<file path="src/rtl/bcd_disp_pkg.sv">
// rtl/bcd_disp_pkg.sv - shared types and glyph constants for the two-digit display
// Purpose: scan FSM state encoding, blank/dash segment patterns and the
//          0-9 glyph table (active-low {g,f,e,d,c,b,a}).
// Ports: none (package).
package bcd_disp_pkg;

  typedef enum logic [1:0] {
    S_ONES,
    S_GAP1,
    S_TENS,
    S_GAP0
  } state_t;

  localparam logic [6:0] SEG_OFF  = 7'h7F;
  localparam logic [6:0] SEG_DASH = 7'h3F;

  localparam logic [6:0] DIGIT_GLYPH [10] = '{
    7'b1000000, 7'b1111001, 7'b0100100, 7'b0110000, 7'b0011001,
    7'b0010010, 7'b0000010, 7'b1111000, 7'b0000000, 7'b0010000
  };

endpackage

</file>
<file path="src/rtl/bcd_2digit_7seg_scan_if.sv">
// rtl/bcd_2digit_7seg_scan_if.sv - digit load and display pin bundle
// Purpose: groups the BCD load side and the 7-segment pin side of the scanner.
// Ports (signals):
//   load       1  capture strobe for tens_in/ones_in
//   tens_in    4  tens BCD digit
//   ones_in    4  ones BCD digit
//   blank_lz   1  leading-zero blanking enable
//   an         2  anode enables, active-low (an[0]=ones, an[1]=tens)
//   seg        7  segments {g,f,e,d,c,b,a}, active-low
//   frame_tick 1  pulse on the first cycle of each ones dwell
interface bcd_2digit_7seg_scan_if;
  logic       load;
  logic [3:0] tens_in;
  logic [3:0] ones_in;
  logic       blank_lz;
  logic [1:0] an;
  logic [6:0] seg;
  logic       frame_tick;

  modport master (
    output load, tens_in, ones_in, blank_lz,
    input  an, seg, frame_tick
  );

  modport slave (
    input  load, tens_in, ones_in, blank_lz,
    output an, seg, frame_tick
  );
endinterface

</file>
<file path="src/rtl/bcd_to_7seg.sv">
// rtl/bcd_to_7seg.sv - combinational BCD to active-low 7-segment decoder
// Purpose: maps one BCD digit to its glyph; codes 10-15 show a dash.
// Ports:
//   bcd_i  4  BCD digit
//   seg_o  7  active-low segments {g,f,e,d,c,b,a}
module bcd_to_7seg
  import bcd_disp_pkg::*;
(
  input  logic [3:0] bcd_i,
  output logic [6:0] seg_o
);

  always_comb begin
    seg_o = SEG_DASH;
    if (bcd_i <= 4'd9) seg_o = DIGIT_GLYPH[bcd_i];
  end

endmodule

</file>
<file path="src/rtl/bcd_2digit_7seg_scan.sv">
// rtl/bcd_2digit_7seg_scan.sv - two-digit common-anode 7-segment scanner
// Purpose: shadows a tens/ones BCD pair on load and time-multiplexes it onto
//          the display as ones dwell, gap, tens dwell, gap, with optional
//          leading-zero blanking. All pin outputs are registered.
// Ports:
//   clk  1  system clock
//   rst  1  synchronous active-high reset
//   bus     slave modport of bcd_2digit_7seg_scan_if (load side + pins)
module bcd_2digit_7seg_scan
  import bcd_disp_pkg::*;
#(
  parameter int DWELL = 1000,
  parameter int GAP   = 4
) (
  input logic                  clk,
  input logic                  rst,
  bcd_2digit_7seg_scan_if.slave bus
);

  localparam int MAXN = (DWELL > GAP) ? DWELL : GAP;
  localparam int CW   = $clog2(MAXN + 1);
  localparam logic [CW-1:0] DWELL_LAST = CW'(DWELL - 1);
  localparam logic [CW-1:0] GAP_LAST   = (GAP > 0) ? CW'(GAP - 1) : '0;

  state_t        state_q, state_d;
  logic [CW-1:0] cnt_q, cnt_d;
  logic          start_q;
  logic [3:0]    tens_q, ones_q;
  logic [3:0]    digit_q, digit_d;
  logic          enter_d;
  logic [6:0]    glyph;
  logic [1:0]    an_q, an_d;
  logic [6:0]    seg_q, seg_d;
  logic          tick_q, tick_d;

  // start_q marks the first edge out of reset: it enters the ones dwell at
  // count 0 rather than advancing, so the first dwell is a full DWELL long.
  always_comb begin
    state_d = state_q;
    cnt_d   = cnt_q + CW'(1);
    if (start_q) begin
      state_d = S_ONES;
      cnt_d   = '0;
    end else begin
      unique case (state_q)
        S_ONES: if (cnt_q == DWELL_LAST) begin
          cnt_d   = '0;
          state_d = (GAP > 0) ? S_GAP1 : S_TENS;
        end
        S_GAP1: if (cnt_q == GAP_LAST) begin
          cnt_d   = '0;
          state_d = S_TENS;
        end
        S_TENS: if (cnt_q == DWELL_LAST) begin
          cnt_d   = '0;
          state_d = (GAP > 0) ? S_GAP0 : S_ONES;
        end
        S_GAP0: if (cnt_q == GAP_LAST) begin
          cnt_d   = '0;
          state_d = S_ONES;
        end
        default: begin
          cnt_d   = '0;
          state_d = S_ONES;
        end
      endcase
    end

    // The dwell digit is frozen from the pre-edge shadow on entry, so a load
    // on the same edge only shows up in the next dwell of that digit.
    enter_d = start_q || (state_d != state_q);
    digit_d = digit_q;
    if (enter_d && state_d == S_ONES) digit_d = ones_q;
    if (enter_d && state_d == S_TENS) digit_d = tens_q;
  end

  bcd_to_7seg u_dec (
    .bcd_i (digit_d),
    .seg_o (glyph)
  );

  always_comb begin
    an_d   = 2'b11;
    seg_d  = SEG_OFF;
    tick_d = enter_d && (state_d == S_ONES);
    if (state_d == S_ONES) begin
      an_d  = 2'b10;
      seg_d = glyph;
    end else if (state_d == S_TENS && !(bus.blank_lz && digit_d == 4'd0)) begin
      an_d  = 2'b01;
      seg_d = glyph;
    end
  end

  always_ff @(posedge clk) begin
    if (rst) begin
      state_q <= S_ONES;
      cnt_q   <= '0;
      start_q <= 1'b1;
      tens_q  <= 4'd0;
      ones_q  <= 4'd0;
      digit_q <= 4'd0;
      an_q    <= 2'b11;
      seg_q   <= SEG_OFF;
      tick_q  <= 1'b0;
    end else begin
      state_q <= state_d;
      cnt_q   <= cnt_d;
      start_q <= 1'b0;
      digit_q <= digit_d;
      an_q    <= an_d;
      seg_q   <= seg_d;
      tick_q  <= tick_d;
      if (bus.load) begin
        tens_q <= bus.tens_in;
        ones_q <= bus.ones_in;
      end
    end
  end

  assign bus.an         = an_q;
  assign bus.seg        = seg_q;
  assign bus.frame_tick = tick_q;

endmodule

</file>
<file path="src/flat_wrapper.sv">
// flat-port wrapper written by rule: the top's interface ports become plain ports
module bcd_2digit_7seg_scan_flat import bcd_disp_pkg::*;
#(
  parameter int DWELL = 1000,
  parameter int GAP   = 4
)
  (clk, rst, bus_load, bus_tens_in, bus_ones_in, bus_blank_lz, bus_an, bus_seg, bus_frame_tick);
  bcd_2digit_7seg_scan_if bus_i ();
  input logic clk;
  input logic rst;
  input wire logic [$bits(bus_i.load)-1:0] bus_load;
  input wire logic [$bits(bus_i.tens_in)-1:0] bus_tens_in;
  input wire logic [$bits(bus_i.ones_in)-1:0] bus_ones_in;
  input wire logic [$bits(bus_i.blank_lz)-1:0] bus_blank_lz;
  output wire logic [$bits(bus_i.an)-1:0] bus_an;
  output wire logic [$bits(bus_i.seg)-1:0] bus_seg;
  output wire logic [$bits(bus_i.frame_tick)-1:0] bus_frame_tick;
  assign bus_i.load = bus_load;
  assign bus_i.tens_in = bus_tens_in;
  assign bus_i.ones_in = bus_ones_in;
  assign bus_i.blank_lz = bus_blank_lz;
  assign bus_an = bus_i.an;
  assign bus_seg = bus_i.seg;
  assign bus_frame_tick = bus_i.frame_tick;
  bcd_2digit_7seg_scan #(.DWELL(DWELL), .GAP(GAP)) u_core (.clk(clk), .rst(rst), .bus(bus_i));
endmodule
</file>
<file path="config.mk">
export PLATFORM = sky130hd
export DESIGN_NAME = bcd_2digit_7seg_scan_flat
export DESIGN_NICKNAME = d
export VERILOG_FILES = /design/src/rtl/bcd_disp_pkg.sv /design/src/rtl/bcd_2digit_7seg_scan_if.sv /design/src/rtl/bcd_to_7seg.sv /design/src/rtl/bcd_2digit_7seg_scan.sv /design/src/flat_wrapper.sv
export SDC_FILE = /design/constraint.sdc
export NUM_CORES = 1
export LEC_CHECK = 0
export CORE_MARGIN = 3
export CORE_UTILIZATION = 58
export DETAILED_ROUTE_END_ITERATION = 12
export PLACE_DENSITY = 0.93
export SLEW_MARGIN = 30
export SYNTH_ARGS = -nofsm -noshare
export SYNTH_HDL_FRONTEND = slang
export SYNTH_HIERARCHICAL = 1
export SYNTH_SLANG_ARGS = --single-unit
</file>
<file path="constraint.sdc">
create_clock -name clk -period 7 [get_ports clk]
set_input_delay 1.05 -clock clk [delete_from_list [all_inputs] [get_ports clk]]
set_output_delay 1.05 -clock clk [all_outputs]
set_load 0.05 [all_outputs]
</file>
# [Yosys cells after proc, flatten, opt, wreduce, memory -nomap -nowiden]
# Memory sizes are Yosys's and may differ from the RTL's.
# Index checks and enable logic that the tools add are counted.
[totals] reg_bits=35 input_bits=12 elab_cells=54 mem_bits_ro=112 memories=1 out_inout_bits=10
[memory_table] name="(name not given)" depth=16 word_bits=7 read_ports=1 rd_ports_with_merged_regs=0 wr=0 line_no="bcd_to_7seg.sv:15" source="if (bcd_i <= 4'd9) seg_o = DIGIT_GLYPH[bcd_i];"
[classes] magnitude_cmp=2 n_mux=19 n_reduce_logical=13 add_sub_neg=1 n_bitwise=1 n_eq_ne=7
[op_table] op="7-bit 2-to-1 mux" count=5
[op_table] op="10-bit 2-to-1 mux" count=2
[op_table] op="10-bit one-hot mux with 2 select lines" count=1
[op_table] op="2-bit 2-to-1 mux" count=6
[op_table] op="10-bit by 1-bit adder with 10-bit output, second input constant" count=1
[op_table] op="10-bit equality test, second input constant" count=1
[op_table] op="10-bit by 2-bit equality test with 1-bit output, second input constant" count=1
[op_table] op="4-bit 2-to-1 mux" count=2
[op_table] op="2-bit one-hot mux with 4 select lines" count=1
[op_table] op="2-bit OR reduction" count=4
[op_table] op="2-bit equality test, second input constant" count=3
[op_table] op="5-bit greater-or-equal comparator, second input constant" count=1
[op_table] op="4-bit NOT with 5-bit output" count=1
[op_table] op="4-bit less-or-equal comparator, second input constant" count=1
[op_table] op="1-bit logical AND" count=4
[op_table] op="2-bit logical NOT" count=2
[op_table] op="4-bit logical NOT" count=1
[op_table] op="2-bit by 1-bit equality test with 1-bit output, second input constant" count=1
[op_table] op="1-bit 2-to-1 mux" count=2
[op_table] op="2-bit != test" count=1
[op_table] op="1-bit logical NOT" count=1
[op_table] op="1-bit logical OR" count=1

# [Logic depth before layout (Yosys ltp)]
[logic_depth] word_depth=16 depth_mapped=9 depth_no_buf=9

# [Modules after synthesis]
# Netlist, hierarchy kept.
[modules_own_cells] mod="bcd_2digit_7seg_scan" seq_area_each_um2=700.7 cells_per_inst=140 area_per_inst_um2=1445.1 instances=1
[modules_own_cells] mod="bcd_to_7seg" seq_area_each_um2=0.0 cells_per_inst=25 area_per_inst_um2=219.0 instances=1

# [Worst setup path after synthesis]
# Ideal clock, no wire load.
[synth_timing] path_kind="register to register" from="reg u_core.cnt_q[0]" to="reg u_core.seg_q[0] (netlist: u_core/bus.seg[0])" n_path_buf=0 arrival_time_ns=2.665 required_time_ns=6.880 slack_ns=4.215 period_less_slack_ns=2.785 setup_time_ns=0.120 stages_incl_launch_ff=10 cell_sequence="dfxtp_1 ha_1 or3b_2 a2111oi_2 nor2_1 inv_1 ha_1 o21bai_4 a221o_1 or2_1"
[synth_between] elab_chain_len=16 elab_cells_between_ends=28 cone_classes="order compare (1); eq/ne (4); mux (13); bitwise (1); reduce/logical (8); memory (1)"
[synth_rtl] element="start, declared" line_no="bcd_2digit_7seg_scan.sv:26" source="logic [CW-1:0] cnt_q, cnt_d;"
[synth_rtl] element="start signal, assigned" line_no="bcd_2digit_7seg_scan.sv:108" source="cnt_q <= cnt_d;"
[synth_rtl] element="10-bit by 2-bit equality test with 1-bit output / 10-bit equality test (equally long branches)"
[synth_rtl] element="2-bit 2-to-1 mux, on equally long branches"
[synth_rtl] element="2-bit one-hot mux with 4 select lines *" line_no="bcd_2digit_7seg_scan.sv:45" source="unique case (state_q)"
[synth_rtl] element="2-bit 2-to-1 mux *" line_no="bcd_2digit_7seg_scan.sv:41" source="if (start_q) begin"
[synth_rtl] element="2-bit != test" line_no="bcd_2digit_7seg_scan.sv:71" source="enter_d = start_q || (state_d != state_q);"
[synth_rtl] element="1-bit logical OR" line_no="bcd_2digit_7seg_scan.sv:71"
[synth_rtl] element="1-bit logical AND" line_no="bcd_2digit_7seg_scan.sv:73" source="if (enter_d && state_d == S_ONES) digit_d = ones_q;"
[synth_rtl] element="4-bit 2-to-1 mux" line_no="bcd_2digit_7seg_scan.sv:73"
[synth_rtl] element="4-bit 2-to-1 mux *" line_no="bcd_2digit_7seg_scan.sv:74" source="if (enter_d && state_d == S_TENS) digit_d = tens_q;"
[synth_rtl] element="net u_core.digit_d[1]" line_no="bcd_2digit_7seg_scan.sv:29" source="logic [3:0] digit_q, digit_d;"
[synth_rtl] element="4-bit NOT with 5-bit output (implied by the code)" line_no="bcd_to_7seg.sv:15"
[synth_rtl] element="memory 16 x 7 bit"
[synth_rtl] element="7-bit 2-to-1 mux (implied by the code) (2 in a row)" line_no="bcd_to_7seg.sv:15"
[synth_rtl] element="7-bit 2-to-1 mux *" line_no="bcd_to_7seg.sv:15"
[synth_rtl] element="net u_core.glyph[0]" line_no="bcd_2digit_7seg_scan.sv:31" source="logic [6:0] glyph;"
[synth_rtl] element="7-bit 2-to-1 mux" line_no="bcd_2digit_7seg_scan.sv:89" source="end else if (state_d == S_TENS && !(bus.blank_lz && digit_d == 4'd0)) begin"
[synth_rtl] element="7-bit 2-to-1 mux *" line_no="bcd_2digit_7seg_scan.sv:86" source="if (state_d == S_ONES) begin"
[synth_rtl] element="end signal, assigned" line_no="bcd_2digit_7seg_scan.sv:112" source="seg_q <= seg_d;"
[synth_rtl] element="end, declared" line_no="bcd_2digit_7seg_scan.sv:33" source="logic [6:0] seg_q, seg_d;"
# The timed path passes the listed nets; every way through them passes the cells marked *. The select of a mux whose other input is x is not followed.
# A chain may end at the register's enable or synchronous reset.

# [Worst setup path after layout]
[layout_timing] from="reg u_core.cnt_q[0]" to="reg u_core.seg_q[3] (netlist: u_core/bus.seg[3])"
# Same word-level chain as after synthesis.

==> results.txt <==
----------------------------------------------------
[Outcome]
  Run status ... completed

[STA]
  Worst rel slew slack ... 0.533
  RSZ-0062 raised after global routing ... no
  Final-layout worst hold slack ... 498 ps
  Final period utilization ... 0.439
  Number of endpoints with negative hold slack in the final report ... 0
  Number of endpoints failing setup at the final stage ... 0
  Final clock skew ... 3.39 ps
  Max-slew violation total from the final report ... 0
  Worst Tran Pin Value ... 695 ps
  Time the final worst path needs with I/O delays and setup ... 3080 ps
  Peak Freq ... 325 MHz
  Aggregate negative setup slack ... 0 ps

[Floorplanning]
  Die Y-Extent ... 59.6 um
  Effective utilization at floorplan ... 0.643
  Die boundary width ... 59.6 um
  Number of top-level pins ... 22
  Area of the die ... 3550 um^2
  Cell row count ... 18
  Core area ... 2590 um^2

[Logic synthesis]
  Synthesized Nets ... 183
  Sequential element share of the synthesized area ... 0.421
  Post-synthesis sequential element count ... 35
  Post-synth top flop ... dfxtp_1
  Share of synthesized flip-flops with an asynchronous set or reset ... 0
  Post-Synthesis Cell Area ... 1660 um^2
  Post-synth EDFFs ... 0
  Unique masters post-synth ... 48
  Cells after synthesis ... 165
  Average cell area after synthesis ... 10.1 um^2
  Yosys Warn Count ... 6

[Clocking]
  Number of post-CTS setup repair buffers ... 0
  Worst-Skew Late Latency ... 330 ps
  Library cell used as clock root buffer ... clkbuf_4
  Hold-fix buffers, CTS ... 0
  TritonCTS clock tree ... done
  Num CTS Buffers ... 5
  Clock-pin transition on the worst setup and hold timing paths ... 90 ps
  CTS resizes ... 0
  Count of H-tree levels built during CTS ... 2
  Buffers from clock root to sink, at most ... 2
  TritonCTS sink count ... 35

[GRT]
  Most heavily used metal layer in global routing ... met2
  Number of antenna violations at the first check in global routing ... 0
  Via count of the first global-routing pass ... 1242
  Total grt overflow ... 0
  Global-route wire length before repair ... 5320 um
  GRT Overall Usage ... 0.200
  Global routing met3 resource utilization ... 0.0784
  GR Util met1 ... 0.234
  Met2 layer usage reported by global route ... 0.326
  Largest net degree at the start of global routing ... 16

[Routing]
  Number of vias per cell after detailed routing ... 5.84
  Total Routed Length ... 3060 um
  Number of DRC violations after detailed routing ... 0
  Via count ... 1268
  ANT nets after route ... 0
  Drt first-iter violations ... 24
  Average wire per cell in the routed design ... 14.1 um
  First-pass iteration count of the detailed router ... 4

[Cells and area]
  Post-Layout Inst Area ... 1930 um^2
  Commonest non-fill, non-tap cells in the layout ... dfxtp_1 (35), nor2_1 (24), clkdlybuf4s50_1 (21)
  Leading cell type in the layout, fill and taps excluded ... dfxtp_1
  Final-stage net count ... 206
  Area grow syn2layout ... 15.7%
  Core occupancy in the finished layout ... 0.743
  Fraction of final layout cells with drive strength greater than 1 ... 0.0963
  Number of antenna diodes ... 0

[Placed design]
  Total placed instance area ... 1880 um^2
  PortBufs ... 21
  Half-perimeter wire length of the detailed placement result ... 2270 um
  Routability congestion estimate ... 0.905

[Critical path]
  Slowest-stage cell, CP ... or3b_2
  Critical Path Start ... u_core/cnt_q[0]$_SDFF_PP0_
  Required time of the worst setup path ... 7220 ps
  Longest individual stage delay on the worst path ... 540 ps
  Crit end category ... flop
  Critical-path maximum fanout ... 8
  Reg2Reg Launch Point ... u_core/cnt_q[0]$_SDFF_PP0_
  Arrival time at the worst endpoint ... 3300 ps
  Critical path class ... reg -> reg
  Cell Chain, Critical Path ... ha_1, or3b_2, nor3_4, a221o_1, ha_1, o21bai_4, a221o_1, or2_1
  Critical path launch point type ... flop

[Pwr]
  Power density relative to cell area ... 193 nW/um^2
  Leakage power summed over all cells ... 0.759 nW
  Peak supply drop ... 0.000201 V

[Min path]
  Hold path start ... u_core/cnt_q[0]$_SDFF_PP0_
  Type of the worst min-delay path ... reg -> reg

[Flow run]
  Number of violations of the max-capacitance limit ... 0

----------------------------------------------------
[area by class of cell]
type / instances / area [um^2]
well taps: 30 / 37.5
multi-input cells: 118 / 910
fillers: 188 / 664
repair buffers: 21 / 210
clock buffers: 6 / 41.3
flip-flops and latches: 35 / 701
inverters: 7 / 26.3
[synthesized netlist by cell type, types with 3 or more instances]
library cell	instances	area (um^2)
dfxtp_1	35	701
nor2_1	24	90.1
mux2i_1	9	90.1
inv_1	7	26.3
or2_1	7	43.8
and2_1	6	37.5
ha_1	6	75.1
xor2_1	6	52.6
nand3_1	5	25.0
nor3_1	5	25.0
a221o_1	4	40.0
clkbuf_1	3	11.3
nor2b_1	3	18.8
or3_1	3	18.8
[metrics by stage]
step,setup slack [ps],std cells,power (mW)
after floorplan,4220,165,0.263
after global routing,3680,217,0.391
final,3920,217,0.371
after CTS,3920,217,0.376
after global placement,4090,211,0.281
after detailed placement,3950,211,0.283
[cell families after synthesis]
logic type / Yosys count / synth area share
adders and majority gates: 6 / 0.0451
xor gates and xnor gates: 8 / 0.0421
buffers and inverters: 12 / 0.0323
AOI/OAI and AO/OA: 25 / 0.157
DFF: 35 / 0.421
and+or+nand+nor: 68 / 0.235
muxes: 11 / 0.0677
[final timing paths]
kind | endpoint | slack, ps | depth (start not counted)
max | u_core/bus.seg[3]$_SDFF_PP1_ | 3920 | 8
min | u_core/cnt_q[0]$_SDFF_PP0_ | 500 | 1
max reg2reg | u_core/bus.seg[3]$_SDFF_PP1_ | 3920 | 8
min reg2reg | u_core/cnt_q[0]$_SDFF_PP0_ | 500 | 1
[registers in the layout, summed over array words and instances (netlist names)]
register,flops
u_core/bus.an,2
u_core/bus.frame_tick,1
u_core/bus.seg,7
u_core/cnt_q,10
u_core/digit_q,4
u_core/ones_q,4
u_core/start_q,1
u_core/state_q,2
u_core/tens_q,4
[worst max-delay path, delay by kind of cell (launching register included)]
kind,cells,cell delay [ps]
AND/OR/NAND/NOR,3,1080
AO/OA/AOI/OAI,3,850
adder cells (fa/ha/maj),2,630
flip-flops,1,410
[routing by layer]
layer / part of all wire / vias to the layer above
li1: - / 633
met1: 0.43 / 606
met2: 0.51 / 23
met3: 0.042 / 6
met4: 0.014 / 0
met5: 0 / -
[where the power goes]
part / internal (mW) / switching [mW] / total [mW]
registers: 0.208 / 0.00439 / 0.212
clock network: 0.0356 / 0.0573 / 0.0930
logic: 0.0289 / 0.0374 / 0.0663
No activity file was read; power rests on OpenSTA's default activity.
